--- src/rtl/mmio_uart_tx.sv ---
// rtl/mmio_uart_tx.sv - memory-mapped UART transmitter snooping the core's store port
//
// Stores with MemWrite=1 and DataAdr=TX_ADDR push WriteData[7:0] into a FIFO.
// A serializer drains the FIFO as 8N1 frames, or 8E1 when the optional macro
// MMIO_UART_PARITY_EN is defined. The core is never stalled: a push into a
// full FIFO (with no pop in the same cycle) is dropped and flagged.
//
// Ports:
//   clk        in   core clock, rising edge
//   reset      in   asynchronous active-low reset
//   MemWrite   in   store strobe
//   DataAdr    in   [31:0] store address, full compare against TX_ADDR
//   WriteData  in   [31:0] store data, only [7:0] used
//   tx         out  serial line, idle high, registered
//   tx_busy    out  high while the serializer is not idle, registered
//   fifo_full  out  FIFO holds FIFO_DEPTH bytes
//   overflow   out  sticky, set when a push is dropped; cleared by reset only
module mmio_uart_tx #(
    parameter logic [31:0] TX_ADDR      = 32'h0000_0100,
    parameter int          CLKS_PER_BIT = 16,
    parameter int          FIFO_DEPTH   = 8
) (
    input  logic        clk,
    input  logic        reset,
    input  logic        MemWrite,
    input  logic [31:0] DataAdr,
    input  logic [31:0] WriteData,
    output logic        tx,
    output logic        tx_busy,
    output logic        fifo_full,
    output logic        overflow
);

    localparam int AW = $clog2(FIFO_DEPTH);
    localparam int BW = (CLKS_PER_BIT > 1) ? $clog2(CLKS_PER_BIT) : 1;
    localparam logic [AW:0]   CNT_ONE  = (AW+1)'(1);
    localparam logic [AW:0]   CNT_FULL = (AW+1)'(FIFO_DEPTH);
    localparam logic [AW-1:0] PTR_ONE  = AW'(1);
    localparam logic [BW-1:0] BAUD_ONE = BW'(1);
    localparam logic [BW-1:0] BAUD_END = BW'(CLKS_PER_BIT - 1);

    typedef enum logic [2:0] {
        S_IDLE,
        S_START,
        S_DATA,
`ifdef MMIO_UART_PARITY_EN
        S_PARITY,
`endif
        S_STOP
    } state_t;

    state_t          r_state;
    logic [7:0]      r_mem [FIFO_DEPTH];
    logic [AW-1:0]   r_wr_ptr;
    logic [AW-1:0]   r_rd_ptr;
    logic [AW:0]     r_count;
    logic [BW-1:0]   r_baud;
    logic [2:0]      r_bit;
    logic [7:0]      r_shift;
    logic            r_tx;
    logic            r_busy;
    logic            r_overflow;
`ifdef MMIO_UART_PARITY_EN
    logic            r_parity;
`endif

    logic            w_push;
    logic            w_pop;
    logic            w_push_ok;
    logic            w_baud_end;
    logic            w_unused_data;

    assign w_push     = MemWrite && (DataAdr == TX_ADDR);
    // A pop only happens from IDLE with data present, so an empty FIFO never
    // sees a simultaneous push and pop.
    assign w_pop      = (r_state == S_IDLE) && (r_count != '0);
    // When full, a push is still accepted if the head leaves on the same edge.
    assign w_push_ok  = w_push && ((r_count != CNT_FULL) || w_pop);
    assign w_baud_end = (r_baud == BAUD_END);
    assign w_unused_data = ^WriteData[31:8];

    assign tx        = r_tx;
    assign tx_busy   = r_busy;
    assign fifo_full = (r_count == CNT_FULL);
    assign overflow  = r_overflow;

    // Storage needs no reset: reset clears the pointers and count instead.
    always_ff @(posedge clk) begin
        if (w_push_ok) begin
            r_mem[r_wr_ptr] <= WriteData[7:0];
        end
    end

    always_ff @(posedge clk or negedge reset) begin
        if (!reset) begin
            r_wr_ptr   <= '0;
            r_rd_ptr   <= '0;
            r_count    <= '0;
            r_overflow <= 1'b0;
        end else begin
            if (w_push_ok) begin
                r_wr_ptr <= r_wr_ptr + PTR_ONE;
            end
            if (w_pop) begin
                r_rd_ptr <= r_rd_ptr + PTR_ONE;
            end
            if (w_push_ok && !w_pop) begin
                r_count <= r_count + CNT_ONE;
            end else if (w_pop && !w_push_ok) begin
                r_count <= r_count - CNT_ONE;
            end
            if (w_push && !w_push_ok) begin
                r_overflow <= 1'b1;
            end
        end
    end

    always_ff @(posedge clk or negedge reset) begin
        if (!reset) begin
            r_state  <= S_IDLE;
            r_tx     <= 1'b1;
            r_busy   <= 1'b0;
            r_baud   <= '0;
            r_bit    <= '0;
            r_shift  <= '0;
`ifdef MMIO_UART_PARITY_EN
            r_parity <= 1'b0;
`endif
        end else begin
            case (r_state)
                S_IDLE: begin
                    r_tx <= 1'b1;
                    if (w_pop) begin
                        r_shift  <= r_mem[r_rd_ptr];
`ifdef MMIO_UART_PARITY_EN
                        r_parity <= ^r_mem[r_rd_ptr];
`endif
                        r_baud   <= '0;
                        r_bit    <= '0;
                        r_tx     <= 1'b0;
                        r_busy   <= 1'b1;
                        r_state  <= S_START;
                    end
                end
                S_START: begin
                    if (w_baud_end) begin
                        r_baud  <= '0;
                        r_tx    <= r_shift[0];
                        r_state <= S_DATA;
                    end else begin
                        r_baud <= r_baud + BAUD_ONE;
                    end
                end
                S_DATA: begin
                    if (w_baud_end) begin
                        r_baud <= '0;
                        if (r_bit == 3'd7) begin
`ifdef MMIO_UART_PARITY_EN
                            r_tx    <= r_parity;
                            r_state <= S_PARITY;
`else
                            r_tx    <= 1'b1;
                            r_state <= S_STOP;
`endif
                        end else begin
                            // Present the next bit directly from shift[1] so tx
                            // stays registered without a one-cycle lag.
                            r_shift <= r_shift >> 1;
                            r_bit   <= r_bit + 3'd1;
                            r_tx    <= r_shift[1];
                        end
                    end else begin
                        r_baud <= r_baud + BAUD_ONE;
                    end
                end
`ifdef MMIO_UART_PARITY_EN
                S_PARITY: begin
                    if (w_baud_end) begin
                        r_baud  <= '0;
                        r_tx    <= 1'b1;
                        r_state <= S_STOP;
                    end else begin
                        r_baud <= r_baud + BAUD_ONE;
                    end
                end
`endif
                S_STOP: begin
                    if (w_baud_end) begin
                        r_baud  <= '0;
                        r_tx    <= 1'b1;
                        r_busy  <= 1'b0;
                        r_state <= S_IDLE;
                    end else begin
                        r_baud <= r_baud + BAUD_ONE;
                    end
                end
                default: begin
                    r_tx    <= 1'b1;
                    r_busy  <= 1'b0;
                    r_state <= S_IDLE;
                end
            endcase
        end
    end

endmodule

--- config.mk ---
export PLATFORM = sky130hd
export DESIGN_NAME = mmio_uart_tx
export DESIGN_NICKNAME = d
export VERILOG_FILES = /design/src/rtl/mmio_uart_tx.sv
export SDC_FILE = /design/constraint.sdc
export NUM_CORES = 1
export LEC_CHECK = 0
export BUFFER_PORTS_ARGS = -buffer_cell sky130_fd_sc_hd__buf_2
export CAP_MARGIN = 20
export CORE_ASPECT_RATIO = 0.75
export CORE_UTILIZATION = 56
export DETAILED_ROUTE_END_ITERATION = 12
export PLACE_DENSITY = 0.8
export SYNTH_ARGS = -nofsm -noshare
export SYNTH_HDL_FRONTEND = slang
export SYNTH_SLANG_ARGS = --single-unit
--- constraint.sdc ---
create_clock -name clk -period 2.9 [get_ports clk]
set_input_delay 0.87 -clock clk [delete_from_list [all_inputs] [get_ports clk]]
set_output_delay 0.87 -clock clk [all_outputs]
set_load 0.05 [all_outputs]
-- After elaboration in Yosys (flattened, before gate mapping)
Memories as Yosys holds them, arrays and structs flattened.
Index checks and enable logic that the tools add are counted.
- equal/unequal tests: 14
- divide/modulo/power cells: 0
- multipliers: 0
- magnitude comparators: 0
- shifts and indexed selects: 0
- multiplexer cells: 30
- add/sub/neg operators: 6
- reductions and logical operators: 21
- bitwise logic cells: 1
- operators by type and width (operator ; number):
    $eq A32 B9 Y1 const B ; 1
    $mux W3 ; 8
    $mux W8 ; 3
    $mux W4 ; 4
    $pmux W8 S2 ; 1
    $ne A2 B2 Y1 const B ; 6
    $pmux W3 S4 ; 1
    $add A3 B1 Y3 const B ; 3
    $mux W1 ; 9
    $add A4 B1 Y4 const B ; 2
    $eq A4 B4 Y1 const B ; 2
    $pmux W4 S2 ; 1
    $eq A3 B2 Y1 const B ; 2
    $logic_and A1 B1 Y1 ; 6
    $pmux W3 S2 ; 1
    $reduce_and A3 Y1 ; 2
    $reduce_bool A2 Y1 ; 3
    $reduce_and A5 Y1 ; 1
    $ne A4 B4 Y1 const B ; 1
    $pmux W1 S4 ; 1
    $reduce_and A4 Y1 ; 1
    $reduce_bool A4 Y1 ; 1
    $sub A4 B1 Y4 const B ; 1
    $eq A3 B1 Y1 const B ; 1
    9 further kinds ; 10
- word-level logic and storage cells: 83
- RAM bits: 64
- memory bits (read-only): 0
- latch bits: 0
- output and inout port bits: 4
- bits in registers: 31
- memories: 1
- bits of input ports: 67
- memories (name ; words ; width ; read ports ; clocked after memory_dff ; write ports ; line ; source):
    r_mem ; 8 ; 8 ; 1 ; 0 ; 1 ; 53 ; logic [7:0] r_mem [FIFO_DEPTH];

-- Depth between registers and ports, before layout
- depth in word-level cells: 8
- gate-level depth with buffers: 11
- depth with buffers taken out: 11

-- Worst setup path before layout
OpenSTA, ideal clock, no wires.
- path kind: in2reg
- start: in DataAdr[6]
- end: reg r_count[3]
- library setup time: 0.080 ns
- stages: 10
- buffers on the path: 0
- data required time: 2.820 ns
- slack: -0.236 ns
- arrival: 3.056 ns
- path through: nor4b_1 -> nand4_1 -> nor4_4 -> ha_1 -> inv_1 -> ha_1 -> a21o_1 -> a21oi_1 -> mux2i_1 -> xnor2_1
- cells in the longest elaborated chain, start to end: 6
- elaborated cells on any way between the ends: 8
- those cells by class: eq/ne (1); mux (1); reduce/logical (6)
- ends and longest elaborated chain (what ; line ; source):
    start, declared ; 26 ; input logic [31:0] DataAdr,
    $eq A32 B9 Y1 (*) ; 73 ; assign w_push = MemWrite && (DataAdr == TX_ADDR);
    $logic_and A1 B1 Y1 (*) ; 73 ;
    $logic_and A1 B1 Y1 (*) ; 78 ; assign w_push_ok = w_push && ((r_count != CNT_FULL) || w_pop);
    net w_push_ok ; 69 ; logic w_push_ok;
    $logic_not A1 Y1 ; 109 ; end else if (w_pop && !w_push_ok) begin
    $logic_and A1 B1 Y1 ; 109 ;
    $reduce_bool A2 Y1 (no line) ; -- ;
    end signal, assigned ; 108 ; r_count <= r_count + CNT_ONE;
    end signal, assigned ; 110 ; r_count <= r_count - CNT_ONE;
    end, declared ; 56 ; logic [AW:0] r_count;
Mark *: on every way through the listed nets, which the timed path passes. The rest lies on a longest branch.
A chain may end at the register's enable or synchronous reset.

-- Worst setup path after layout
- start: reg r_count[0]
- end: reg r_count[3]
- cells in the longest elaborated chain, start to end: 7
- elaborated cells on any way between the ends: 14
- those cells by class: add/sub (2); eq/ne (1); mux (2); reduce/logical (9)
- ends and longest elaborated chain (what ; line ; source):
    $reduce_bool A4 Y1 ; 76 ; assign w_pop = (r_state == S_IDLE) && (r_count != '0);
    $logic_and A1 B1 Y1 ; 76 ;
    $logic_or A1 B1 Y1 (*) ; 78 ;
    $logic_and A1 B1 Y1 (*) ; 78 ;
    net w_push_ok ; 69 ;
    $logic_not A1 Y1 ; 109 ;
    $logic_and A1 B1 Y1 ; 109 ;
    $reduce_bool A2 Y1 (no line) ; -- ;
Mark *: on every way through the listed nets, which the timed path passes. The rest lies on a longest branch. The select of a mux whose other input is x is not followed.

==> flow_metrics.py <==
metrics = {
    "yosys": {
        "async_flop_share_pct": 31.91,
        "synth_ff_type": "edfxtp_1",
        "synth_nets": 339,
        "syn_inst": 258,
        "postSynthAreaPerCell_um2": 16.14,
        "synth_cell_types": 51,
        "synth_edf_count": 64,
        "ys_ff_latch": 94,
        "syn-cell-area_mm2": 0.004164,
        "yosysSeqAreaShare_pct": 64.21,
        "synth_warnings": 0,
    },
    "sta": {
        "final-hold-violation-count": 0,
        "tightest_slew_ns": 0.7876,
        "finalSetupViolCount": 0,
        "clock_skew_ns": 0.01454,
        "slew_headroom_pct": 47.49,
        "slew_violations": 0,
        "min_period_over_period_pct": 93.47,
        "layout_min_cycle_time_ns": 2.711,
        "max_freq_ghz": 0.3689,
        "rsz0062_at_grt": "false",
    },
    "die": {
        "die_h_um": 76.68,
        "initial_core_util_pct": 59.53,
        "dieWidth_um": 101.6,
        "rows": 26,
        "core_mm2": 0.006994,
        "io_pins": 71,
        "die_area_mm2": 0.007788,
    },
    "layout": {
        "syn2layout_area_growth_pct": 16.20,
        "final_nets": 403,
        "antennaDiodeCount": 0,
        "fin_area_mm2": 0.004838,
        "postLayoutCoreUtil_pct": 69.18,
        "drive_gt1_share_pct": 35.47,
    },
    "setup_path": {
        "worst_setup_path_start_kind": "flop",
        "critPathArrivalTime_ns": 2.99,
        "end_kind": "flop",
        "critical_path.slowest_cell": "or4b_1",
        "r2r_setup_slack_ns": 0.19,
        "startpoint": "r_count[0]",
        "r2r-end": "r_count[3]",
        "worstPathMaxFanout": 5,
        "required_ns": 3.18,
        "regToRegStartpoint": "r_count[0]",
        "endpoint": "r_count[3]",
        "path_cells": "or4b_1, nor2_1, nor4_4, ha_2, inv_2, ha_4, a21o_1, a21oi_2, mux2i_1, xnor2_1",
        "critPathKind": "flop to flop",
        "rr_worst_depth": 10,
        "slowest_delay_ns": 0.60,
    },
    "pwr": {
        "p_per_area_mw_per_mm2": 482.8,
        "total_leakage_power_uw": 0.001852,
        "power_uw": 2336,
        "worst_ir_drop_vdd_mv": 0.3517,
    },
    "clocking": {
        "post_cts.repair.setup_buffers": 0,
        "numCtsBuffers": 9,
        "cts_resized": 0,
        "cts_tree": "done",
        "cts_sinks": 94,
        "root_buffer": "clkbuf_8",
        "cts_max_level": 3,
        "ctsLongestPathBuffers": 2,
        "clkLatencyLatePin_ns": 0.36,
        "clkTransAtPathRegs_ns": 0.10,
        "ctsHoldBuffers": 0,
    },
    "routing": {
        "vias": 2436,
        "ant_nets": 0,
        "dr.first_iter.drc_count": 140,
        "routedWlPerCell_um": 17.89,
        "drc": 0,
        "wl_mm": 7.604,
        "first_pass_iters": 4,
        "viasPerCell": 5.732,
    },
    "global_routing": {
        "grt_pass1_wl_mm": 12.45,
        "gr-total-overflow": 0,
        "grt_start_max_net_pins": 31,
        "antenna_found_initial": 0,
        "grtUsageTotal_pct": 21.94,
        "grt_pass1_vias": 2541,
    },
    "place": {
        "port_buffers": 46,
        "routabilityCongestion": 0.7762,
        "placed_area_mm2": 0.004644,
        "hpwlAfterDp_mm": 5.235,
    },
    "flow_run": {
        "drv_cap": 0,
    },
    "status": {
        "status": "finished clean",
    },
    "worst_hold_path": {
        "hold_class": "flop to flop",
        "min_path_cells": 1,
    },
}
==> state kept, by name (all words and copies together) (netlist names) <==
name / cells
r_mem: 64
r_shift: 8
r_baud: 4
r_count: 4
r_bit: 3
r_rd_ptr: 3
r_wr_ptr: 3
r_state: 2
overflow: 1
tx: 1
tx_busy: 1
==> how the worst min path moves through the flow <==
stage / startpoint / end / slack (ns)
finish: overflow / overflow / 0.48
floorplan: r_count[3] / r_count[3] / 0.44
detailed placement: overflow / overflow / 0.44
CTS: overflow / overflow / 0.48
global route: overflow / overflow / 0.52
global placement: overflow / overflow / 0.45
==> power by group <==
| group | switching, µW | total [µW] | internal (µW) | leakage [µW] |
|---|---|---|---|---|
| registers | 0.00000175 | 1430 | 1430 | 0.000941 |
| logic | 32.5 | 57.2 | 24.7 | 0.000813 |
| clock network | 505 | 846 | 340 | 0.0000977 |
| total | 538 | 2340 | 1800 | 0.00185 |
==> layout by cell type (no fill, tap or decap), types with 3 or more instances in the layout <==
master    instances
buf_4            15
mux2_2            7
xnor2_1           5
inv_1             5
buf_2            46
o21ai_0           5
edfxtp_1         64
nor3b_1           3
a22o_1            4
clkbuf_8          9
a221o_1           6
mux4_2           15
a21o_1            3
and3_1            3
ha_1             11
a21oi_1           6
nor2_1           17
nand2_1           7
nor4_1            4
mux2i_1           9
dfrtp_1          29
nand3_1           4
nor4_4            3
and4b_1           3
inv_8             4
==> synth_stat cells (3+ instances only) <==
| library cell | n | area (µm²) |
|---|---|---|
| nand2_1 | 7 | 26.28 |
| mux2i_1 | 9 | 90.09 |
| buf_4 | 3 | 22.52 |
| dfrtp_1 | 29 | 725.7 |
| nor3b_1 | 3 | 22.52 |
| a21oi_1 | 7 | 35.03 |
| edfxtp_1 | 64 | 1922 |
| a221o_1 | 6 | 60.06 |
| o21ai_0 | 5 | 25.02 |
| nor2_1 | 17 | 63.81 |
| and3_1 | 3 | 18.77 |
| ha_1 | 13 | 162.7 |
| inv_1 | 6 | 22.52 |
| nor4_1 | 7 | 43.79 |
| nand3_1 | 4 | 20.02 |
| a21o_1 | 3 | 22.52 |
| a22o_1 | 4 | 35.03 |
| xnor2_1 | 5 | 43.79 |
| and4b_1 | 3 | 30.03 |
| mux2_2 | 7 | 78.83 |
| mux4_2 | 15 | 337.8 |
==> critical path, delay by kind of cell (launching register included) <==
kind                     cells  cell delay, ns
AO/OA/AOI/OAI                2            0.30
XOR/XNOR                     1            0.15
adder cells (fa/ha/maj)      2            0.41
buffers and inverters        1            0.10
flip-flops                   1            0.45
multiplexers                 1            0.23
AND/OR/NAND/NOR              3            0.99
==> metal layers <==
| layer | vias to the layer above | track usage [%] | part of all wire (%) |
|---|---|---|---|
| met4 | 0 | 5.797 | 0.88 |
| met1 | 1226 | 30.04 | 46 |
| met5 | - | 0 | 0 |
| li1 | 1148 | - | - |
| met3 | 8 | 5.561 | 4.4 |
| met2 | 54 | 35.20 | 49 |
==> through the flow <==
stage / setup TNS, ns / std cells / hold WS [ns] / setup WS, ns
after floorplan: -0.07426 / 258 / 0.4438 / -0.07426
after global placement: -0.09226 / 409 / 0.4531 / -0.09226
after detailed placement: -0.2563 / 409 / 0.4437 / -0.2001
after CTS: 0 / 425 / 0.4775 / 0.1812
after global routing: 0 / 425 / 0.5179 / 0.06130
final: 0 / 425 / 0.4838 / 0.1894
==> cells by family after synthesis <==
group / count (synthesis) / share of synthesized area (%)
flops: 94 / 64.21
fa+ha+maj: 14 / 4.387
xor+xnor: 7 / 1.472
mux: 31 / 12.17
compound gates: 34 / 6.250
simple gates: 64 / 9.646
buf+inv: 14 / 1.863
==> area by class of cell <==
cell class | instances | area (µm²)
Timing Repair Buffer | 61 | 342.8
Fill cell | 489 | 2156
Clock inverter | 7 | 70.07
Clock buffer | 9 | 123.9
Inverter | 6 | 22.52
Sequential cell | 94 | 2674
Multi-Input combinational cell | 150 | 1483
Tap cell | 98 | 122.6
(Power assumes the default switching activity.)
